<file path="config.mk">
export PLATFORM = sky130hd
export DESIGN_NAME = piezo_tune_seq
export DESIGN_NICKNAME = d
export VERILOG_FILES = /design/src/rtl/piezo_tune_seq.sv
export SDC_FILE = /design/constraint.sdc
export NUM_CORES = 1
export LEC_CHECK = 0
export CAP_MARGIN = 30
export CORE_UTILIZATION = 45
export CTS_CLUSTER_DIAMETER = 50
export DETAILED_ROUTE_END_ITERATION = 8
export GPL_ROUTABILITY_DRIVEN = 0
export PLACE_DENSITY = 0.78
export SLEW_MARGIN = 10
export SYNTH_ARGS = -nofsm -noshare
export SYNTH_HDL_FRONTEND = slang
export SYNTH_SLANG_ARGS = --single-unit
export TNS_END_PERCENT = 1
</file>
<file path="constraint.sdc">
create_clock -name clk -period 4.98 [get_ports clk]
set_input_delay 0.996 -clock clk [delete_from_list [all_inputs] [get_ports clk]]
set_output_delay 0.996 -clock clk [all_outputs]
set_load 0.005 [all_outputs]
</file>
<file path="src/rtl/piezo_tune_seq.sv">
// Alarm-melody sequencer feeding the piezo duration counter and tone generator.
// Define PIEZO_TUNE_REPEAT_EN to loop the melody until stop instead of finishing with done.
module piezo_tune_seq #(
  parameter int unsigned GAP_TICKS = 5
) (
  input  logic        clk,
  input  logic        rst_n,
  input  logic        tick,
  input  logic        start,
  input  logic        stop,
  input  logic        note_over,
  output logic [15:0] note_per,
  output logic [7:0]  note_dur,
  output logic        dur_clr,
  output logic        piezo_on,
  output logic        busy,
  output logic        done
);

  typedef enum logic [2:0] {
    IDLE = 3'd0,
    LOAD = 3'd1,
    PLAY = 3'd2,
    GAP  = 3'd3,
    DONE = 3'd4
  } state_t;

  localparam logic [7:0] GAP_LAST  = 8'(GAP_TICKS);
  localparam logic [2:0] LAST_NOTE = 3'd5;

  state_t      state, state_nx;
  logic [2:0]  idx, idx_nx;
  logic [7:0]  gap_cnt, gap_nx;
  logic        load_note;
  logic [15:0] tbl_per;
  logic [7:0]  tbl_dur;

  always_comb begin
    state_nx  = state;
    idx_nx    = idx;
    gap_nx    = gap_cnt;
    load_note = 1'b0;
    if (stop) begin
      state_nx = IDLE;
      idx_nx   = '0;
    end else begin
      case (state)
        IDLE: begin
          idx_nx = '0;
          if (start) begin
            state_nx  = LOAD;
            load_note = 1'b1;
          end
        end
        LOAD: begin
          // the counter only clears on a tick, so note_over is stale until then
          if (tick) state_nx = PLAY;
        end
        PLAY: begin
          if (note_over) begin
            state_nx = GAP;
            gap_nx   = '0;
          end
        end
        GAP: begin
          if (tick) begin
            gap_nx = gap_cnt + 8'd1;
            if (gap_nx == GAP_LAST) begin
              if (idx == LAST_NOTE) begin
`ifdef PIEZO_TUNE_REPEAT_EN
                idx_nx    = '0;
                state_nx  = LOAD;
                load_note = 1'b1;
`else
                state_nx  = DONE;
`endif
              end else begin
                idx_nx    = idx + 3'd1;
                state_nx  = LOAD;
                load_note = 1'b1;
              end
            end
          end
        end
        DONE:    state_nx = IDLE;
        default: state_nx = IDLE;
      endcase
    end
  end

  // decoded from the index being entered so the note is valid together with LOAD
  always_comb begin
    tbl_per = '0;
    tbl_dur = '0;
    case (idx_nx)
      3'd0: begin tbl_per = 16'd31888; tbl_dur = 8'd23; end
      3'd1: begin tbl_per = 16'd23889; tbl_dur = 8'd23; end
      3'd2: begin tbl_per = 16'd18961; tbl_dur = 8'd23; end
      3'd3: begin tbl_per = 16'd15944; tbl_dur = 8'd35; end
      3'd4: begin tbl_per = 16'd18961; tbl_dur = 8'd12; end
      3'd5: begin tbl_per = 16'd15944; tbl_dur = 8'd70; end
      default: begin tbl_per = '0; tbl_dur = '0; end
    endcase
  end

  always_ff @(posedge clk or negedge rst_n) begin
    if (!rst_n) begin
      state    <= IDLE;
      idx      <= '0;
      gap_cnt  <= '0;
      note_per <= '0;
      note_dur <= '0;
    end else begin
      state   <= state_nx;
      idx     <= idx_nx;
      gap_cnt <= gap_nx;
      if (load_note) begin
        note_per <= tbl_per;
        note_dur <= tbl_dur;
      end
    end
  end

  assign dur_clr  = (state == LOAD);
  assign piezo_on = (state == PLAY);
  assign busy     = (state != IDLE);
  assign done     = (state == DONE);

endmodule

</file>
# Yosys cells after proc, flatten, opt, wreduce, memory -nomap -nowiden
# Index checks and enable logic that the tools add are counted.
# totals
register_bits	38
in_bits	6
word_cells	59
# op_classes
add_sub_neg	2
eq_ne	18
n_mux	24
bitwise	1
n_reduce_logical	9
# op_table
operator	count
15-bit one-hot mux with 4 select lines	1
3-bit two-way mux	11
7-bit one-hot mux with 4 select lines	1
8-bit two-way mux	2
8-bit one-hot mux with 2 select lines	1
3-bit inequality test, second input constant	5
3-bit by 2-bit == test with 1-bit output, second input constant	4
3-bit == test, second input constant	4
3-bit one-hot mux with 4 select lines	1
8-bit by 1-bit adder with 8-bit output, second input constant	1
8-bit by 3-bit == test with 1-bit output, second input constant	1
3-bit by 1-bit == test with 1-bit output, second input constant	2
3-bit logical NOT	2
3-bit one-hot mux with 2 select lines	1
1-bit two-way mux	5
5-bit AND reduction	1
2-bit inequality test, second input constant	2
4-bit AND reduction	1
2-bit OR reduction	2
3-bit by 1-bit adder with 3-bit output, second input constant	1
3-bit nonzero test	1
3-bit OR reduction	1
1-bit one-hot mux with 2 select lines	1
2-bit nonzero test	1
1-bit inverter	1

# Longest topological paths before layout
# Gate-level depths: netlist of run 1.
# logic_depth
depth_word	9
mapped_depth	11
mapped_depth_nobuf	9

# Worst setup path before layout of run 1
# Ideal clock, no wire load.
# synth_path
kind	input port to flip-flop
startpoint	input tick
endpoint	register note_per[0]
setup_ns	0.082
arrival_ns	2.073
t_required_ns	4.898
slack_ns	2.825
stages	5
path_buffers	0
cell_sequence	and2_1 -> a31o_2 -> a211o_1 -> or2_1 -> a31oi_1
# synth_via
elab_chain_len	6
elab_cells_between_ends	15
cone_classes	5 x eq/ne; 7 x mux; 3 x reduce/logical
# synth_lines
item	line_no	source
start: declaration	8	input logic tick,
3-bit two-way mux	66	if (tick) begin
3-bit one-hot mux with 2 select lines	47	case (state)
3-bit two-way mux	43	if (stop) begin
3-bit == test or 3-bit by 2-bit == test with 1-bit output (tied branches)	95	case (idx_nx)
2-bit OR reduction (no source line)	n/a	
15-bit one-hot mux with 4 select lines	95	
end signal: assignment	118	note_per <= tbl_per;
end: declaration	12	output logic [15:0] note_per,
# Several ways; a longest one is shown, not always the timed one.
# A chain may end at the register's enable or synchronous reset.

# Worst setup path in the final report of run 1
# layout_path
startpoint	register state[1]
endpoint	output busy
# layout_via
elab_chain_len	1
# layout_lines
item	line_no	source
start: declaration	31	state_t state, state_nx;
start signal: assignment	114	state <= state_nx;
3-bit nonzero test	126	assign busy = (state != IDLE);
end: declaration	16	output logic busy,
# No other way between the ends.

==> results.yml, run 1 <==
detailed_routing:
  drt-wirelength-per-cell_um: 13.4
  drtAntennaViolNets: 0
  drcViolationCount: 0
  viasPerCell: 5.42
  drt-met1-wl_um: 1740
  wl_um: 3630
  dr.pass1.iters: 5
  met3_length_um: 197
  vias: 1470
  met2_length_um: 1670
  drtIter0Drc: 89
  top_layer: "met4"
timing:
  grt_setup_unrepaired: "no"
  slew_viol_final: 0
  tightest_slew_ns: 0.834
  final-setup-viol-count: 0
  relSlewSlack_pct: 44.4
  fin_worst_skew_ns: 0.00727
  whs_ns: 0.484
  timing.final.crit_share_pct: 60.9
  fin_setup_tns_ns: 0
  finalHoldViolCount: 0
  max_freq_mhz: 330
  fin_crit_ns: 3.03
logic_synthesis:
  async_reset_ff_share_pct: 100
  syn_inst: 197
  ys_seq_area_share_pct: 44.0
  synthesis.area_mm2: 0.00176
  synth_cell_types: 45
  synth-seq-cells: 31
  yosysWarnings: 0
  avgSynthCellArea_um2: 8.95
  synth-edff-count: 0
  dominantRegCellSynth: "dfrtp_1"
cells_and_area:
  post-route-util_pct: 57.9
  drive_above_1_share_pct: 10.3
  layout_commonest_cell: "dfrtp_1"
  nets: 232
  final_cell_area_mm2: 0.00215
  layout_common_cells: "dfrtp_1, nand2_1, clkdlybuf4s50_1, nor2_1, o21ai_0"
  syn2layout_area_growth_pct: 22.1
  diodes: 0
clock_network:
  cts_resized: 0
  cts_buffer_depth: 2
  postCtsHoldBufs: 0
  cts_made_buffers: 5
  clk_latency_ns: 0.29
  root_buffer: "clkbuf_8"
  cts.sinks: 31
  h-tree-depth: 2
  cts_setup_buffers: 0
  cts_tree: "done"
  path_clk_slew_ns: 0.07
global_route:
  grt_overflow: 0
  grt_pass1_wl_um: 6210
  grt_pass1_vias: 1401
  antenna_found_initial: 0
  grt_max_degree: 32
  grt.total_usage_pct: 19.4
floorplan:
  num_rows: 22
  die_x_um: 64.6
  die_h_um: 64.6
  core-area_mm2: 0.00372
  die-area_mm2: 0.00417
  initial_core_util_pct: 47.4
  io_pins: 34
placement:
  place_area_mm2: 0.00203
  hpwl_um: 2490
  io_buffers: 28
worst_setup_path:
  required_ns: 3.98
  reg2reg_slack_ns: 2.45
  cp-end-kind: "primary output"
  critPathLaunchType: "flip-flop"
  cp_max_fo: 12
  worstPathArrival_ns: 2.04
  path_class: "flip-flop to primary output"
job:
  cap_viol_max_count: 0
status:
  status: "complete, no violations"
hold_path:
  hp-class: "flip-flop to flip-flop"
pwr:
  leakage_nw: 0.919
  p_total_w: 0.000612
  p_per_area_mw_per_mm2: 284
  peakVddDrop_mv: 0.123
[routing by layer]
layer  vias to the layer above  GRT usage (%)
met5                         -              0
met4                         0           8.89
met3                         2           5.28
met2                        54           29.2
met1                       691           25.9
li1                        723              -
[power breakdown]
| part | internal (W) | switching [W] | leakage (nW) |
|---|---|---|---|
| logic | 0.0000438 | 0.0000361 | 0.461 |
| registers | 0.000264 | 0.0000107 | 0.396 |
| clock network | 0.000162 | 0.0000955 | 0.0612 |
[final cells by class]
| type | instances | area [um^2] |
|---|---|---|
| multi-input cells | 147 | 881 |
| fillers | 331 | 1560 |
| well taps | 48 | 60.1 |
| flip-flops and latches | 31 | 776 |
| clock buffers | 6 | 82.6 |
| clock inverters | 2 | 35.0 |
| inverters | 8 | 30.0 |
| repair buffers | 29 | 288 |
[per-stage QoR]
stage | instances | setup slack, ns
5_1_grt | 271 | 1.81
3_3_place_gp | 263 | 1.94
4_1_cts | 271 | 1.96
6_report | 271 | 1.95
3_5_place_dp | 263 | 1.86
2_1_floorplan | 201 | 2.82
[cell families after synthesis]
logic type / synth area share [%]
and+or+nand+nor: 23.6
AOI/OAI and AO/OA: 18.0
DFF: 44.0
buffers and inverters: 6.88
muxes: 3.05
adders and majority gates: 2.84
xor gates and xnor gates: 1.49
other: 0.213
[Yosys cell counts, drive strengths merged, types with 2 or more instances]
master	count	share of area, %
nor3	2	1.1
dfrtp	31	44
clkbuf	3	0.64
nand2	28	6.0
a21o	3	1.3
inv	8	1.7
ha	4	2.8
o21ai	20	5.7
buf	12	4.5
nor4	3	2.8
mux2	3	1.9
nand3	9	2.6
nor2	20	4.4
and2	2	0.71
nand4	2	1.1
or2	2	0.71
xor2	3	1.5
a21oi	14	4.0
mux2i	2	1.1
a31oi	4	1.8
nor3b	3	1.3
nand2b	3	1.1
o31ai	2	0.85
[worst paths after layout]
path,cells past startpoint,from,end
worst max-delay path,4,state[1],busy
worst min-delay path,2,note_dur[3],note_dur[3]
worst max register to register,8,gap_cnt[0],note_per[4]
worst min register to register,2,note_dur[3],note_dur[3]
max in group asynchronous,2,rst_n,gap_cnt[3]
min in group asynchronous,2,rst_n,gap_cnt[7]
[worst max-delay path, stage by stage, from the launching register on]
cell,delay [ns]
dfrtp_1,0.49
or2_2,0.36
nor2_1,0.30
inv_1,0.13
clkdlybuf4s50_1,0.46
[sequential cells by signal, indices dropped and copies added, names as in the netlist]
register / cells
note_per: 10
note_dur: 7
gap_cnt: 8
state: 3
idx: 3
(Power assumes the default switching activity.)
==> inputs of run 2 (changes only) <==
Settings changed: PLACE_DENSITY 0.78 to 0.81.
Clock period 4.98 ns to 2.77 ns, I/O delays scaled along.
==> results.yml, run 2 (same netlist as run 1, synthesis figures left out) <==
status:
  status: "complete, no violations"
timing:
  final-setup-viol-count: 0
  fin_setup_tns_ns: 0
  fin_worst_skew_ns: 0.00205
  grt_setup_unrepaired: "no"
  fin_crit_ns: 2.42
  timing.final.crit_share_pct: 87.4
  max_freq_mhz: 413
  relSlewSlack_pct: 61.4
  worst_slack_ns: 0.349
  finalHoldViolCount: 0
  slew_viol_final: 0
  tightest_slew_ns: 0.580
clock_network:
  path_clk_slew_ns: 0.06
  cts_resized: 0
  h-tree-depth: 2
  cts_made_buffers: 5
  root_buffer: "clkbuf_8"
  cts_buffer_depth: 2
  clk_latency_ns: 0.28
  cts_tree: "done"
  postCtsHoldBufs: 0
  cts.sinks: 31
  cts_setup_buffers: 0
placement:
  place_ws_ns: 0.344
  io_buffers: 28
  place_area_mm2: 0.00205
  hpwl_um: 2400
  placed_cells: 265
detailed_routing:
  viasPerCell: 5.46
  drt-wirelength-per-cell_um: 12.8
  drtAntennaViolNets: 0
  drtIter0Drc: 73
  vias: 1485
  drcViolationCount: 0
  dr.pass1.iters: 4
  wl_um: 3470
worst_setup_path:
  critPathLaunchType: "flip-flop"
  worstPathArrival_ns: 2.60
  cp-end-kind: "flip-flop"
  cp_max_fo: 10
  path_class: "flip-flop to flip-flop"
  required_ns: 2.94
cells_and_area:
  syn2layout_area_growth_pct: 21.2
  regMostFlops: "note_per"
  nets: 234
  stdcell_count: 272
  diodes: 0
  reg_top3: "note_per: 10 flops, gap_cnt: 8 flops, note_dur: 7 flops"
  final_cell_area_mm2: 0.00214
  layout_commonest_cell: "dfrtp_1"
  largest_reg_flops: 10
  drive_above_1_share_pct: 10.7
  layout_common_cells: "dfrtp_1, nand2_1, clkdlybuf4s50_1, nor2_1, o21ai_0"
floorplan:
  core-area_mm2: 0.00372
  die_x_um: 64.6
  initial_core_util_pct: 47.4
  die-area_mm2: 0.00417
  die_h_um: 64.6
  io_pins: 34
  num_rows: 22
pwr:
  p_per_area_mw_per_mm2: 467
  peakVddDrop_mv: 0.260
  leakage_nw: 0.914
hold_path:
  hp-class: "flip-flop to flip-flop"
global_route:
  grt_pass1_wl_um: 6090
  antenna_found_initial: 0
  grt.total_usage_pct: 19.1
  grt_max_degree: 32
  grt_overflow: 0
  grt_pass1_vias: 1384
job:
  cap_viol_max_count: 0
==> run 2: changes by cell type in the layout (fill, tap and decap cells not counted) <==
cell	before	now
bufinv_16	1	0
buf_4	1	3
==> run 2: worst max-delay path: stages (launching register included) <==
cell and delay, ns:
dfrtp_1 0.42, ha_1 0.29, nand2b_1 0.14, o21ai_1 0.07, a21oi_1 0.47, nor3_2 0.14
nor2_2 0.37, nor2_1 0.12, a32o_1 0.28
==> run 2: metrics by stage <==
stage / power [W] / hold WS (ns) / utilization [%]
finish: 0.000998 / 0.482 / 57.5
global placement: 0.000646 / 0.466 / 55.2
detailed placement: 0.000649 / 0.476 / 55.2
CTS: 0.00101 / 0.491 / 57.5
global route: 0.00105 / 0.508 / 57.5
floorplan: 0.000573 / 0.258 / -
==> run 2: final cells by class <==
| class | count | area (um^2) |
|---|---|---|
| Tap cell | 48 | 60.1 |
| Sequential cell | 31 | 776 |
| Multi-Input combinational cell | 147 | 881 |
| Fill cell | 329 | 1580 |
| Clock buffer | 6 | 82.6 |
| Inverter | 8 | 30.0 |
| Timing Repair Buffer | 31 | 303 |
| Clock inverter | 1 | 5.00 |
==> run 2: power by group <==
part | leakage (nW) | internal (W) | switching (W) | total, W
sequential | 0.396 | 0.000475 | 0.0000188 | 0.000494
clock | 0.0470 | 0.000195 | 0.000164 | 0.000358
combinational | 0.471 | 0.0000824 | 0.0000632 | 0.000146
total | 0.914 | 0.000752 | 0.000246 | 0.000998
==> run 2: routing by layer <==
| layer | wire length, um | GRT usage, % | vias up |
|---|---|---|---|
| li1 | - | - | 735 |
| met1 | 1700 | 25.6 | 697 |
| met2 | 1550 | 28.6 | 45 |
| met3 | 139 | 4.75 | 8 |
| met4 | 82 | 9.44 | 0 |
| met5 | 0 | 0 | - |
==> run 2: path summary, 6_finish.rpt <==
check / start / end / slack [ns] / cells after the start
min in group asynchronous: rst_n / note_per[9] / 0.66 / 2
min: note_per[7] / note_per[7] / 0.48 / 2
max in group asynchronous: rst_n / gap_cnt[7] / 1.84 / 2
min reg2reg: note_per[7] / note_per[7] / 0.48 / 2
max: gap_cnt[0] / note_dur[5] / 0.35 / 8
max reg2reg: gap_cnt[0] / note_dur[5] / 0.35 / 8
==> inputs of run 3 (changes only) <==
Settings changed: PLACE_DENSITY 0.81 to 0.78.
Clock period 2.77 ns to 3.1 ns, I/O delays scaled along.
==> results.yml, run 3 (same netlist as run 1, synthesis figures left out) <==
status:
  status: "complete, no violations"
global_route:
  use_met2_pct: 30.7
  grt_overflow: 0
  grtUsageMet3_pct: 4.23
  busiest_layer: "met2"
  antenna_found_initial: 0
  use_met1_pct: 27.0
  grt_max_degree: 32
  grt_pass1_wl_um: 6380
  grt.total_usage_pct: 19.8
  grt_pass1_vias: 1387
cells_and_area:
  diodes: 0
  largest_reg_flops: 10
  reg_top3: "note_per: 10 flops, gap_cnt: 8 flops, note_dur: 7 flops"
  layout_commonest_cell: "dfrtp_1"
  drive_above_1_share_pct: 9.87
  nFillCells: 349
  regMostFlops: "note_per"
  syn2layout_area_growth_pct: 21.6
  layout_common_cells: "dfrtp_1, nand2_1, clkdlybuf4s50_1, nor2_1, o21ai_0"
  nets: 233
placement:
  place_ws_ns: 0.619
  hpwl_um: 2480
  io_buffers: 28
floorplan:
  die_x_um: 64.6
  die-area_mm2: 0.00417
  initial_core_util_pct: 47.4
  io_pins: 34
  die_h_um: 64.6
  core-area_mm2: 0.00372
  num_rows: 22
clock_network:
  postCtsHoldBufs: 0
  path_clk_slew_ns: 0.06
  cts_tree: "done"
  cts_setup_buffers: 0
  cts_made_buffers: 5
  cts_buffer_depth: 2
  clk_latency_ns: 0.28
  root_buffer: "clkbuf_8"
  h-tree-depth: 2
  cts.sinks: 31
  cts_resized: 0
pwr:
  peakVddDrop_mv: 0.210
  p_total_w: 0.000945
  p_per_area_mw_per_mm2: 441
  leakage_nw: 0.914
detailed_routing:
  drt-wirelength-per-cell_um: 13.0
  wl_um: 3530
  dr.pass1.iters: 4
  vias: 1467
  drtIter0Drc: 86
  drcViolationCount: 0
  drtAntennaViolNets: 0
  viasPerCell: 5.41
timing:
  grt_setup_unrepaired: "no"
  max_freq_mhz: 378
  fin_setup_tns_ns: 0
  fin_crit_ns: 2.65
  finalHoldViolCount: 0
  slew_viol_final: 0
  timing.final.crit_share_pct: 85.4
  final-setup-viol-count: 0
  worst_slack_ns: 0.453
  relSlewSlack_pct: 67.1
  tightest_slew_ns: 0.481
  fin_worst_skew_ns: 0.00613
worst_setup_path:
  cp_max_fo: 12
  reg2reg_slack_ns: 0.75
  path_class: "flip-flop to primary output"
  worstPathArrival_ns: 2.03
  critPathLaunchType: "flip-flop"
  cp-end-kind: "primary output"
  required_ns: 2.48
hold_path:
  hp-class: "flip-flop to flip-flop"
job:
  cap_viol_max_count: 0
run 3: changes by cell type in the layout (fill, tap and decap cells not counted), sizes merged:
cell	change
clkinv	-1
bufinv	+1
buf	-1
run 3: metal layers:
layer,vias up,routed length (um)
met2,41,1570
met3,5,159
met4,0,55
met1,699,1750
li1,722,-
met5,-,0
run 3: path summary, 6_finish.rpt:
check,end,cells past startpoint,startpoint
worst max-delay path,busy,4,state[1]
min in group asynchronous,gap_cnt[7],2,rst_n
worst min-delay path,note_dur[3],2,note_dur[3]
worst max register to register,note_dur[5],9,gap_cnt[0]
max in group asynchronous,note_per[11],2,rst_n
worst min register to register,note_dur[3],2,note_dur[3]
run 3: cell type report:
class	count	area, um^2	area share [%]
clock buffers	6	72.6	3.38
inverters	8	30.0	1.40
multi-input cells	147	881	41.1
repair buffers	30	295	13.8
flip-flops and latches	31	776	36.2
clock inverters	1	30.0	1.40
well taps	48	60.1	2.80
run 3: critical path, stage by stage (launching register included):
cell,delay [ns]
dfrtp_1,0.49
or2_2,0.34
nor2_1,0.32
inv_1,0.13
clkdlybuf4s50_1,0.46
run 3: report_power, final:
| part | internal [W] | leakage [nW] | total (W) | switching, W |
|---|---|---|---|---|
| Combinational | 0.0000713 | 0.467 | 0.000128 | 0.0000566 |
| Sequential | 0.000425 | 0.396 | 0.000441 | 0.0000167 |
| Clock | 0.000235 | 0.0513 | 0.000375 | 0.000140 |
run 3: through the flow:
| stage | std cells | instance area (um^2) | util (%) | hold WS (ns) |
|---|---|---|---|---|
| finish | 271 | 2140 | 57.7 | 0.479 |
| global route | 271 | 2140 | 57.7 | 0.503 |
| CTS | 271 | 2140 | 57.7 | 0.483 |
| detailed placement | 264 | 2040 | 54.9 | 0.470 |
| global placement | 264 | 2040 | 54.9 | 0.467 |
| floorplan | 201 | 1780 | - | 0.324 |
